<file path="config.mk">
export PLATFORM = sky130hd
export DESIGN_NAME = wb_soc_slave_regs
export DESIGN_NICKNAME = d
export VERILOG_FILES = /design/src/rtl/wb_soc_slave_regs.sv
export SDC_FILE = /design/constraint.sdc
export NUM_CORES = 1
export LEC_CHECK = 0
export CORE_AREA = 3 3 86 88
export CTS_BUF_LIST = sky130_fd_sc_hd__clkbuf_4 sky130_fd_sc_hd__clkbuf_8 sky130_fd_sc_hd__clkbuf_16
export CTS_CLUSTER_DIAMETER = 200
export DETAILED_ROUTE_END_ITERATION = 6
export DIE_AREA = 0 0 89 91
export PLACE_DENSITY = 0.86
export SYNTH_ARGS = -nofsm -noshare
export SYNTH_HDL_FRONTEND = slang
export SYNTH_SLANG_ARGS = --single-unit
</file>
<file path="constraint.sdc">
create_clock -name p_clk -period 3.2 [get_ports p_clk]
set_clock_uncertainty 0.15 [all_clocks]
set_input_delay 0.64 -clock p_clk [delete_from_list [all_inputs] [get_ports p_clk]]
set_output_delay 0.64 -clock p_clk [all_outputs]
set_load 0.02 [all_outputs]
</file>
<file path="src/rtl/wb_soc_slave_regs.sv">
// Wishbone B3 classic slave register block: ADDR config word, CTRL (irq enable,
// init clear), STATUS (sticky W1C pending, initialized) and a read-only ID.
// Every access terminates one cycle after the request is seen.
module wb_soc_slave_regs #(
  parameter logic [31:0] ID_VALUE  = 32'h56494F00,
  parameter logic [31:0] REG_RESET = 32'h41000000
) (
  input  logic        p_clk,
  input  logic        p_resetn,
  input  logic        raise_irq,
  output logic        irq,
  output logic [31:0] module_register,
  output logic        initialized,
  input  logic [31:0] p_wb_reg_DAT_I,
  output logic [31:0] p_wb_reg_DAT_O,
  input  logic [31:0] p_wb_reg_ADR_I,
  output logic        p_wb_reg_ACK_O,
  input  logic        p_wb_reg_CYC_I,
  output logic        p_wb_reg_ERR_O,
  input  logic        p_wb_reg_LOCK_I,
  output logic        p_wb_reg_RTY_O,
  input  logic [3:0]  p_wb_reg_SEL_I,
  input  logic        p_wb_reg_STB_I,
  input  logic        p_wb_reg_WE_I
);

  localparam logic [1:0] REG_ADDR   = 2'd0;
  localparam logic [1:0] REG_CTRL   = 2'd1;
  localparam logic [1:0] REG_STATUS = 2'd2;
  localparam logic [1:0] REG_ID     = 2'd3;

  logic [31:0] addr_q, addr_d;
  logic        init_q, init_d;
  logic        irq_en_q, irq_en_d;
  logic        pend_q, pend_d;
  logic        irq_q, irq_d;
  logic        ack_q, ack_d;
  logic        err_q, err_d;
  logic [31:0] dat_q, dat_d;

  logic        req;
  logic        wr;
  logic        rd;
  logic [1:0]  reg_sel;
  logic        unused_ok;

  // Lock, low address bits and upper address bits carry no meaning here.
  assign unused_ok = ^{p_wb_reg_LOCK_I, p_wb_reg_ADR_I[31:4], p_wb_reg_ADR_I[1:0]};

  // A new request is only accepted while no termination is on the bus, which
  // forces the one-access-per-two-cycles cadence.
  assign req     = p_wb_reg_CYC_I & p_wb_reg_STB_I & ~(ack_q | err_q);
  assign wr      = req & p_wb_reg_WE_I;
  assign rd      = req & ~p_wb_reg_WE_I;
  assign reg_sel = p_wb_reg_ADR_I[3:2];

  // Byte-lane merge of write data into an existing word.
  function automatic logic [31:0] merge_bytes(input logic [31:0] old_w,
                                              input logic [31:0] new_w,
                                              input logic [3:0]  sel);
    logic [31:0] res;
    res = old_w;
    for (int b = 0; b < 4; b++) begin
      if (sel[b]) res[8*b +: 8] = new_w[8*b +: 8];
    end
    return res;
  endfunction

  // Read-data selection from the current register state.
  function automatic logic [31:0] read_mux(input logic [1:0]  rsel,
                                           input logic [31:0] addr_w,
                                           input logic        en,
                                           input logic        init,
                                           input logic        pend);
    logic [31:0] res;
    res = 32'h0;
    case (rsel)
      REG_ADDR:   res = addr_w;
      REG_CTRL:   res = {31'h0, en};
      REG_STATUS: res = {30'h0, init, pend};
      default:    res = ID_VALUE;
    endcase
    return res;
  endfunction

  // Next-state decode of bus terminations, register writes and interrupt state.
  always_comb begin
    addr_d   = addr_q;
    init_d   = init_q;
    irq_en_d = irq_en_q;
    pend_d   = pend_q;
    ack_d    = req & ~(p_wb_reg_WE_I & (reg_sel == REG_ID));
    err_d    = wr & (reg_sel == REG_ID);
    dat_d    = 32'h0;
    irq_d    = pend_q & irq_en_q;

    if (rd) begin
      dat_d = read_mux(reg_sel, addr_q, irq_en_q, init_q, pend_q);
    end

    if (wr) begin
      case (reg_sel)
        REG_ADDR: begin
          addr_d = merge_bytes(addr_q, p_wb_reg_DAT_I, p_wb_reg_SEL_I);
          init_d = 1'b1;
        end
        REG_CTRL: begin
          if (p_wb_reg_SEL_I[0]) begin
            irq_en_d = p_wb_reg_DAT_I[0];
            if (p_wb_reg_DAT_I[1]) init_d = 1'b0;
          end
        end
        REG_STATUS: begin
          if (p_wb_reg_SEL_I[0] && p_wb_reg_DAT_I[0]) pend_d = 1'b0;
        end
        default: ;
      endcase
    end

    // A new event always wins over a same-cycle clear.
    if (raise_irq) pend_d = 1'b1;
  end

  // State registers; reset drops any access in flight with no termination.
  always_ff @(posedge p_clk or negedge p_resetn) begin
    if (!p_resetn) begin
      addr_q   <= REG_RESET;
      init_q   <= 1'b0;
      irq_en_q <= 1'b0;
      pend_q   <= 1'b0;
      irq_q    <= 1'b0;
      ack_q    <= 1'b0;
      err_q    <= 1'b0;
      dat_q    <= 32'h0;
    end else begin
      addr_q   <= addr_d;
      init_q   <= init_d;
      irq_en_q <= irq_en_d;
      pend_q   <= pend_d;
      irq_q    <= irq_d;
      ack_q    <= ack_d;
      err_q    <= err_d;
      dat_q    <= dat_d;
    end
  end

  assign irq             = irq_q;
  assign module_register = addr_q;
  assign initialized     = init_q;
  assign p_wb_reg_DAT_O  = dat_q;
  assign p_wb_reg_ACK_O  = ack_q;
  assign p_wb_reg_ERR_O  = err_q;
  assign p_wb_reg_RTY_O  = 1'b0;

endmodule

</file>
# --- Word level (Yosys, flattened, before mapping) ---
# Index checks and enable logic that the tools add are counted.
word_totals:
  regBits: 70
  out_inout_bits: 69
  wordCells: 50
  inputBits: 75
classes:
  mux: 9
  bitwise: 12
  reduce_logical: 13
  n_eq_ne: 5
ops:
  columns: ["cell", "count"]
  rows:
  - ["32-bit case mux with 3 select lines", 1]
  - ["32-bit 2-to-1 mux", 1]
  - ["3-bit AND reduction", 6]
  - ["1-bit AND", 8]
  - ["2-bit nonzero test", 4]
  - ["1-bit 2-to-1 mux", 6]
  - ["2-bit equality test (second input constant)", 2]
  - ["2-bit != test (second input constant)", 2]
  - ["4-bit AND reduction", 1]
  - ["1-bit inverter", 3]
  - ["2-bit by 1-bit equality test with 1-bit output (second input constant)", 1]
  - ["2-bit zero test", 1]
  - ["1-bit case mux with 2 select lines", 1]
  - ["1-bit logical AND", 1]
  - ["1-bit OR", 1]

# --- Logic depth before layout (Yosys ltp) ---
# Gate-level depths: netlist of the first run.
depth:
  depth_word: 6
  ltp_mapped: 7
  mapped_depth_nobuf: 5

# --- Worst setup path before layout of the first run ---
# Ideal clock, no wire load.
synth_timing:
  path_type: "input port to flip-flop"
  from: "input port p_wb_reg_ADR_I[2]"
  to: "register addr_q[0], in the netlist module_register[0]"
  t_required_ns: 2.925
  arrival_time_ns: 1.727
  path_stages: 6
  path_slack_ns: 1.198
  path_buffers: 1
  setup_time_ns: 0.125
  cell_sequence: "inv_1 -> ha_1 -> and2_4 -> and3_4 -> buf_6 -> mux2_4"
synth_via:
  elab_chain_cells: 2
synth_rtl:
  columns: ["item", "line_no", "rtl"]
  rows:
  - ["start, declared", "16", "input logic [31:0] p_wb_reg_ADR_I,"]
  - ["2-bit zero test", "102", "case (reg_sel)"]
  - ["3-bit AND reduction (no line)", null, null]
  - ["end signal, assigned", "136", "addr_q <= addr_d;"]
  - ["end, declared", "32", "logic [31:0] addr_q, addr_d;"]
# Every way passes these cells.
# A chain may end at the register's enable or synchronous reset.

# --- Final worst setup path of the first run ---
layout_timing:
  from: "register addr_q[24], in the netlist module_register[24]"
  to: "output port module_register[24]"
layout_lines:
  columns: ["item", "line_no", "rtl"]
  rows:
  - ["end, declared", "12", "output logic [31:0] module_register,"]
# No word-level cell between the ends.

==> run summary, run 1 <==
The run finished with clean final reports. The clock passes through at most 2 buffers. For the worst setup path, the data arrival time is 1.49 ns. The share of post-route cells with drive strength above 1 came out at 0.201.

The cell leakage power was 1.89 nW; the area occupied by registers was 1750 um2. The setup total negative slack was 0 ns; the floorplan row count was 30. The final route contains 1,846 vias. Primary flip-flop cell chosen by synthesis mapping: sky130_fd_sc_hd__dfrtp_1.

At the pin with the least slew margin, the transition time is 0.545 ns. For this design, the sink count on the clock tree is 70. The cell family contributing the most delay on the critical path is buffers and inverters. By area the synthesized netlist is led by sky130_fd_sc_hd__dfrtp_1 (60%), sky130_fd_sc_hd__mux2_4 (17%), sky130_fd_sc_hd__and2_1 (4.2%).

The die covers 8100 um2. After the first detailed-routing iteration, the DRC count stood at 37. VDD sags by at most 0.263 mV.

The pre-antenna-repair detailed-routing pass consisted of 6 iterations. The run gives 0 as the count of unresolved DRC violations after routing. The fmax is 0.439 GHz.

Setup repair after global routing left no endpoint under its margin. The number of levels the H-tree was split into was 3. Counting the buffers created by CTS gives 9. Sorting the synthesized cells by how often they occur yields sky130_fd_sc_hd__dfrtp_1 (68), sky130_fd_sc_hd__mux2_4 (32), sky130_fd_sc_hd__and2_1 (19). STA classifies the critical path startpoint as a register.

After global routing the overflow that remains totals 0. The area fraction of the dominant cell type after synthesis came out at 0.599. The sequential share of the synthesized area is 0.617, and the clock period minus final worst setup slack is 2.28 ns. For this design, the CTS-stage hold fixing added 0 buffers.

The initial core utilization came out at 0.423. The total power density per cell area is 556 nW/um2, and the power consumption is 0.00234 W. The synthesized area per cell is 15.0 um2. After detailed routing, the number of vias per cell comes to 4.75.

Counting the fill cells in the layout gives 515. For this run, the slowest stage of the critical path takes 0.61 ns. The final clock period utilization by the worst path is 0.712, and the final wirelength is 6230 um. The die is 89 um wide. Entering global routing, the biggest net connects 71 pins.

The half-perimeter wire length after detailed placement is 4560 um, and the initial antenna violation count is 0. The number of ports placed on the die boundary was 144; the number of max-cap violations was 0. The path class of the tightest hold or removal check is in2async.

Prior to clock tree synthesis, the placed netlist has a worst setup slack of 0.561 ns. The tools report the reg-to-reg critical path startpoint as p_wb_reg_ACK_O. The number of enable flip-flop cells after synthesis came out at 0.

The mapped netlist covers 2840 um2. After detailed routing, the average wire length per cell comes to 16.0 um. For the post-CTS setup-driven buffer insertion count, the log shows 0.

The tools report the number of global-route vias before repair as 1,968. The root cell of the clock tree is sky130_fd_sc_hd__clkbuf_8. The dominant cell type by area after synthesis was sky130_fd_sc_hd__dfrtp_1.

The run gives 373 as the number of cells after detailed placement. The count of port buffers added during placement was 111. The number of inserted diodes came out at 0. The count of final hold-check violations was 0; the share of flip-flops with an asynchronous set or reset was 1.00. The area occupied by multi-input gates came out at 946 um2. In the final design database the tool counted 384 nets.

The logs give 0 for the total number of yosys warnings and 270 for the net count after synthesis. Clock latency on the worst-skew pair, taken at its later pin, is 0.33 ns. TritonCTS built the clock tree. The endpoint class of the critical path was an output pin. The synthesized netlist cell count came out at 190. The run gives 0 as the final max-slew violation count. Compared with the post-synthesis result, the final layout area differs by 48.2%.

Count of state elements after synthesis: 70. The tools report the least setup slack across all paths after layout as 0.923 ns. The overall track demand over capacity in global routing is 0.160, and the number of gates resized after CTS is 0. The finished layout holds 389 standard cells, fillers aside. The tools report the worst path required time as 2.41 ns. The highest-delay cell along the critical path is sky130_fd_sc_hd__clkdlybuf4s50_1. The congestion estimate from routability-driven global placement came to 0.716. The timing startpoint of the critical path was module_register[24].

The critical path goes through clkdlybuf4s50_1. The first global-routing pass estimated 9820 um of wire. The floorplan step set the die height to 91 um. After clock tree synthesis, the clock-pin slew on the worst setup and hold paths is 0.08 ns. The logs give 28 for the unique cell type count in the Yosys netlist and 6720 um2 for the core area.

Yosys instantiated no cell more often than sky130_fd_sc_hd__dfrtp_1. For the number of nets with antenna violations after detailed routing, the log shows 0. The number of buffers and inverters on the critical path is 1, and the biggest fanout along the worst timing path is 3. Setup violations remaining at the end of the flow were counted as 0. The class of the most critical setup path is reg2out.

The run gives 0.637 as the normalized max-slew margin. The run gives 0.627 as the utilization of the core after routing.
-- flip-flops by register name (all words and copies together) (netlist names) --
| signal | count |
|---|---|
| irq_en_q | 1 |
| module_register | 32 |
| pend_q | 1 |
| irq | 1 |
| p_wb_reg_ERR_O | 1 |
| p_wb_reg_ACK_O | 1 |
| initialized | 1 |
| p_wb_reg_DAT_O | 32 |
-- power breakdown --
part	leakage (nW)	internal, W	switching (W)	total [W]
combinational	0.868	0.000306	0.000224	0.000530
sequential	0.925	0.000977	0.0000667	0.00104
clock	0.102	0.000439	0.000329	0.000768
-- final timing paths --
path	slack [ns]	end	cells past startpoint
max	0.92	module_register[24]	1
min	0.16	p_wb_reg_DAT_O[4]	2
max reg2reg	1.51	module_register[29]	3
min reg2reg	0.36	p_wb_reg_DAT_O[5]	1
max in group asynchronous	2.38	module_register[30]	2
min in group p_clk	0.36	p_wb_reg_DAT_O[5]	1
-- layout by cell type (no fill, tap or decap), types with 2 or more instances in the layout --
cell type and instances:
sky130_fd_sc_hd__clkdlybuf4s50_1 110, sky130_fd_sc_hd__o21ai_0 3, sky130_fd_sc_hd__and2_1 19, sky130_fd_sc_hd__nand3_1 2, sky130_fd_sc_hd__mux2_4 32, sky130_fd_sc_hd__clkinvlp_4 3
sky130_fd_sc_hd__bufinv_16 2, sky130_fd_sc_hd__dfstp_2 2, sky130_fd_sc_hd__clkbuf_8 9, sky130_fd_sc_hd__ha_1 5, sky130_fd_sc_hd__and3_4 4, sky130_fd_sc_hd__nor2_1 2
sky130_fd_sc_hd__a21oi_1 14, sky130_fd_sc_hd__nor4_1 2, sky130_fd_sc_hd__inv_1 15, sky130_fd_sc_hd__dfrtp_1 68
-- final cells by class --
type,count,area share
clock buffer,9,0.0294
clock inverter,7,0.0229
tap,80,0.0238
inverter,15,0.0134
timing repair buffer,113,0.269
sequential,70,0.417
multi-input combinational,95,0.225
-- logic make-up after synthesis --
kind of cell	count (synthesis)	share of synthesized area
AO/OA/AOI/OAI	20	0.0392
adder cells (fa/ha/maj)	5	0.0220
buffers and inverters	25	0.0498
flip-flops	70	0.617
multiplexers	33	0.173
other	1	0.00132
AND/OR/NAND/NOR	36	0.0973
-- per-stage QoR --
| step | hold slack (ns) | instance area [um2] |
|---|---|---|
| 2_1_floorplan | 0.194 | 2840 |
| 3_3_place_gp | 0.331 | 3990 |
| 3_5_place_dp | 0.353 | 3990 |
| 4_1_cts | 0.170 | 4210 |
| 5_1_grt | 0.185 | 4210 |
| 6_report | 0.162 | 4210 |
-- per-layer routing --
| layer | wire, um | global-route usage | vias up |
|---|---|---|---|
| li1 | - | - | 865 |
| met1 | 2530 | 0.193 | 896 |
| met2 | 3250 | 0.267 | 74 |
| met3 | 338 | 0.0408 | 11 |
| met4 | 110 | 0.0670 | 0 |
| met5 | 0 | 0 | - |
Note: power is estimated with default switching activity, not from simulation.
==> inputs of run 2 (changes only) <==
--- a/config.mk
+++ b/config.mk
@@ -5,12 +5,12 @@
 export SDC_FILE = /design/constraint.sdc
 export NUM_CORES = 1
 export LEC_CHECK = 0
-export CORE_AREA = 3 3 86 88
+export CORE_AREA = 3 3 89 91
 export CTS_BUF_LIST = sky130_fd_sc_hd__clkbuf_4 sky130_fd_sc_hd__clkbuf_8 sky130_fd_sc_hd__clkbuf_16
 export CTS_CLUSTER_DIAMETER = 200
 export DETAILED_ROUTE_END_ITERATION = 6
-export DIE_AREA = 0 0 89 91
-export PLACE_DENSITY = 0.86
+export DIE_AREA = 0 0 92 94
+export PLACE_DENSITY = 0.81
 export SYNTH_ARGS = -nofsm -noshare
 export SYNTH_HDL_FRONTEND = slang
 export SYNTH_SLANG_ARGS = --single-unit
==> constraint.sdc (replaced) <==
create_clock -name p_clk -period 2.2 [get_ports p_clk]
set_clock_uncertainty 0.15 [all_clocks]
set_input_delay 0.44 -clock p_clk [delete_from_list [all_inputs] [get_ports p_clk]]
set_output_delay 0.44 -clock p_clk [all_outputs]
set_load 0.02 [all_outputs]
==> run 2 against run 1 <==
Clock-buffer cell count is 3 higher. Critical path depth unchanged. Core utilization is 3.4 points lower. Cell count up 6.9%. Combinational power is 46% higher. Via count grew 0.65%. Total power increased by 40%. Setup slack worse by 0.78 ns. First-iteration DRC count is 81% higher. Wire length decreased by 0.93%. Critical endpoint is now module_register[30].
==> run summary, run 2 (same netlist as run 1, synthesis figures left out) <==
Counting the buffers created by CTS gives 9. The clock tree synthesis step divided the H-tree into 3 levels. The tools report the number of ports placed on the die boundary as 144. Setup violations remaining at the end of the flow were counted as 0. The worst-case IR drop observed on VDD is 0.411 mV.

The total power density per cell area works out to 765 nW/um2. Entering global routing, the biggest net connects 42 pins. The tools report the final hold slack as 0.361 ns. The startpoint identified for the worst hold timing path is pend_q. The total stage count of the critical path works out to 1. Count of routing violations after the opening detailed-route iteration: 67. In this run the worst hold path is classified as reg2reg.

The detailed-route vias per instance was 4.47; the overall track demand over capacity in global routing was 0.149. The floorplan step set the die width to 92 um. The repair_antennas step left the layout with diodes totalling 0. The finished cells cover 4270 um2. STA puts the critical path data required time at 1.61 ns. STA classifies the critical path endpoint as an output pin. The core area is 7210 um2, and the fraction of power consumed by sequential logic is 0.464.

TritonCTS built the clock tree. The share of post-route cells with drive strength above 1 came out at 0.218. The tree is rooted in a sky130_fd_sc_hd__clkbuf_8.

Along the worst path, the maximum fanout reaches 3. Transition time of the tightest slew-check pin: 0.512 ns. The utilization of the core after routing was 0.592. Relative to the synthesized area, the layout overhead comes to 50.4%.

The met1 track demand over resource in global routing came out at 0.177. The logs give 1,990 for the number of global-route vias before repair and 0.485 GHz for the fmax. The worst setup path is launched from a register.

The pre-antenna-repair detailed-routing pass consisted of 4 iterations. After detailed placement, the total cell area comes to 4070 um2. The final clock period utilization by the worst path is 0.937, and the number of nets with antenna violations after detailed routing is 0.

The run gives 0 as the initial antenna violation count. Traced cell by cell, the critical path runs through clkdlybuf4s50_1. The highest-delay cell along the critical path was sky130_fd_sc_hd__clkdlybuf4s50_1.

The count of port buffers added during placement was 111; the total net switching power was 0.000890 W. For the floorplan row count, the log shows 31. Gates resized during post-CTS repair numbered 0.

Clock period minus final worst setup slack: 2.06 ns. The run finished with clean final reports. The run gives 0.33 ns as the clock latency of the later-clocked register in the worst-skew pair. Setup repair after global routing left no endpoint under its margin. For the worst setup path, the data arrival time is 1.47 ns.

For the final max-slew violation count, the log shows 0. The met2 routing resource usage after global routing was 0.257; the number of nets at the end of the flow was 392. The initial core utilization came out at 0.394.

The library cell used most frequently in the layout, excluding fill and tap cells, is sky130_fd_sc_hd__clkdlybuf4s50_1. The logs give 0 for the number of max-cap violations and 0.658 for the normalized max-slew margin. Number of buffers and inverters on the critical path: 1. The floorplan step defined a die boundary enclosing 8650 um2. No sink is reached through more buffers than the 2 on the longest clock path. The die is 94 um tall. The last weighted congestion value of the routability-driven placer is 0.692, and the net switching fraction of the power is 0.272.

The internal portion of the total power is 0.00238 W. The portion of total power attributed to the clock network came out at 0.298. The fraction of power consumed by combinational cells is 0.237.

The run gives 0 as the count of final hold-check violations. Leaving out fill and tap cells, the most frequent cells in the layout are sky130_fd_sc_hd__clkdlybuf4s50_1 (110), sky130_fd_sc_hd__dfrtp_1 (68), sky130_fd_sc_hd__mux2_4 (32). The endpoint identified for the worst register-to-register timing path is module_register[27].

After global routing, the most crowded layer is met2. The hold-critical path depth was 1; the length in cells of the worst reg-to-reg path was 3. The delay contributed by the slowest stage of the critical path came out at 0.60 ns. The worst hold path terminates at irq.

The tools report the routing usage on met3 as 0.0521. Broken down by cell family, the worst path's largest delay share belongs to buffers and inverters. The count of unresolved DRC violations after routing came out at 0. The startpoint identified for the worst register-to-register timing path is p_wb_reg_ACK_O.

Detailed routing inserted a total of 1,858 vias. The first global-routing pass estimated 9960 um of wire. The cell leakage power is 1.93 nW, and the routed wire length per instance is 14.8 um. The total overflow left after global routing is 0. The final layout contains routed wiring with a total length of 6170 um.

Clock slew seen by the registers of the worst setup and hold paths: 0.08 ns. Detailed placement finished with a half-perimeter wire length of 4710 um. By startpoint and endpoint, the worst setup path is classified as reg2out. For this design, the sink count on the clock tree is 70. Setup slack on the worst reg-to-reg path comes out at 0.50 ns.
## run 2: changes by cell type in the layout (fill, tap and decap cells not counted), sizes merged
cell and change:
buf +7, clkbuf +3, bufinv -2, clkinvlp -1, dlygate4sd3 +1
## run 2: timing repair
item	CTS	global route
setup buffers	0	0
hold endpoints to repair	28	0
hold buffers	1	0
## run 2: area by class of cell
| type | count | area, um2 |
|---|---|---|
| fillers | 601 | 2940 |
| flip-flops and latches | 70 | 1750 |
| repair buffers | 121 | 1200 |
| multi-input cells | 95 | 946 |
| clock buffers | 12 | 165 |
| well taps | 99 | 124 |
| inverters | 15 | 56.3 |
| clock inverters | 4 | 28.8 |
## run 2: routing by layer
layer	routed length (um)	up-vias
li1	-	875
met3	402	5
met1	2500	910
met2	3220	68
met4	46	0
met5	0	-
## run 2: through the flow
step	setup WS (ns)	TNS (ns)	total power, W	std cells
after global routing	0.0896	0	0.00342	416
final	0.140	0	0.00327	416
after CTS	0.116	0	0.00331	416
after global placement	-0.0516	-0.835	0.00231	399
after detailed placement	-0.0904	-1.66	0.00232	399
after floorplan	0.398	0	0.00190	190
## run 2: power groups by stage
stage	Clock, W	Sequential (W)	Combinational (W)
final	0.000976	0.00152	0.000776
after global routing	0.00107	0.00154	0.000822
after detailed placement	0	0.00154	0.000782
after global placement	0	0.00154	0.000769
after floorplan	0	0.00168	0.000221
after CTS	0.00101	0.00152	0.000787
## run 2: worst max-delay path by stage
stage / start / endpoint / slack (ns)
after floorplan: p_wb_reg_ADR_I[2] / module_register[0] / 0.40
after global placement: p_wb_reg_ADR_I[2] / p_wb_reg_DAT_O[3] / -0.05
after detailed placement: p_wb_reg_ADR_I[2] / p_wb_reg_DAT_O[6] / -0.09
after CTS: module_register[30] / module_register[30] / 0.12
after global routing: module_register[30] / module_register[30] / 0.09
final: module_register[30] / module_register[30] / 0.14
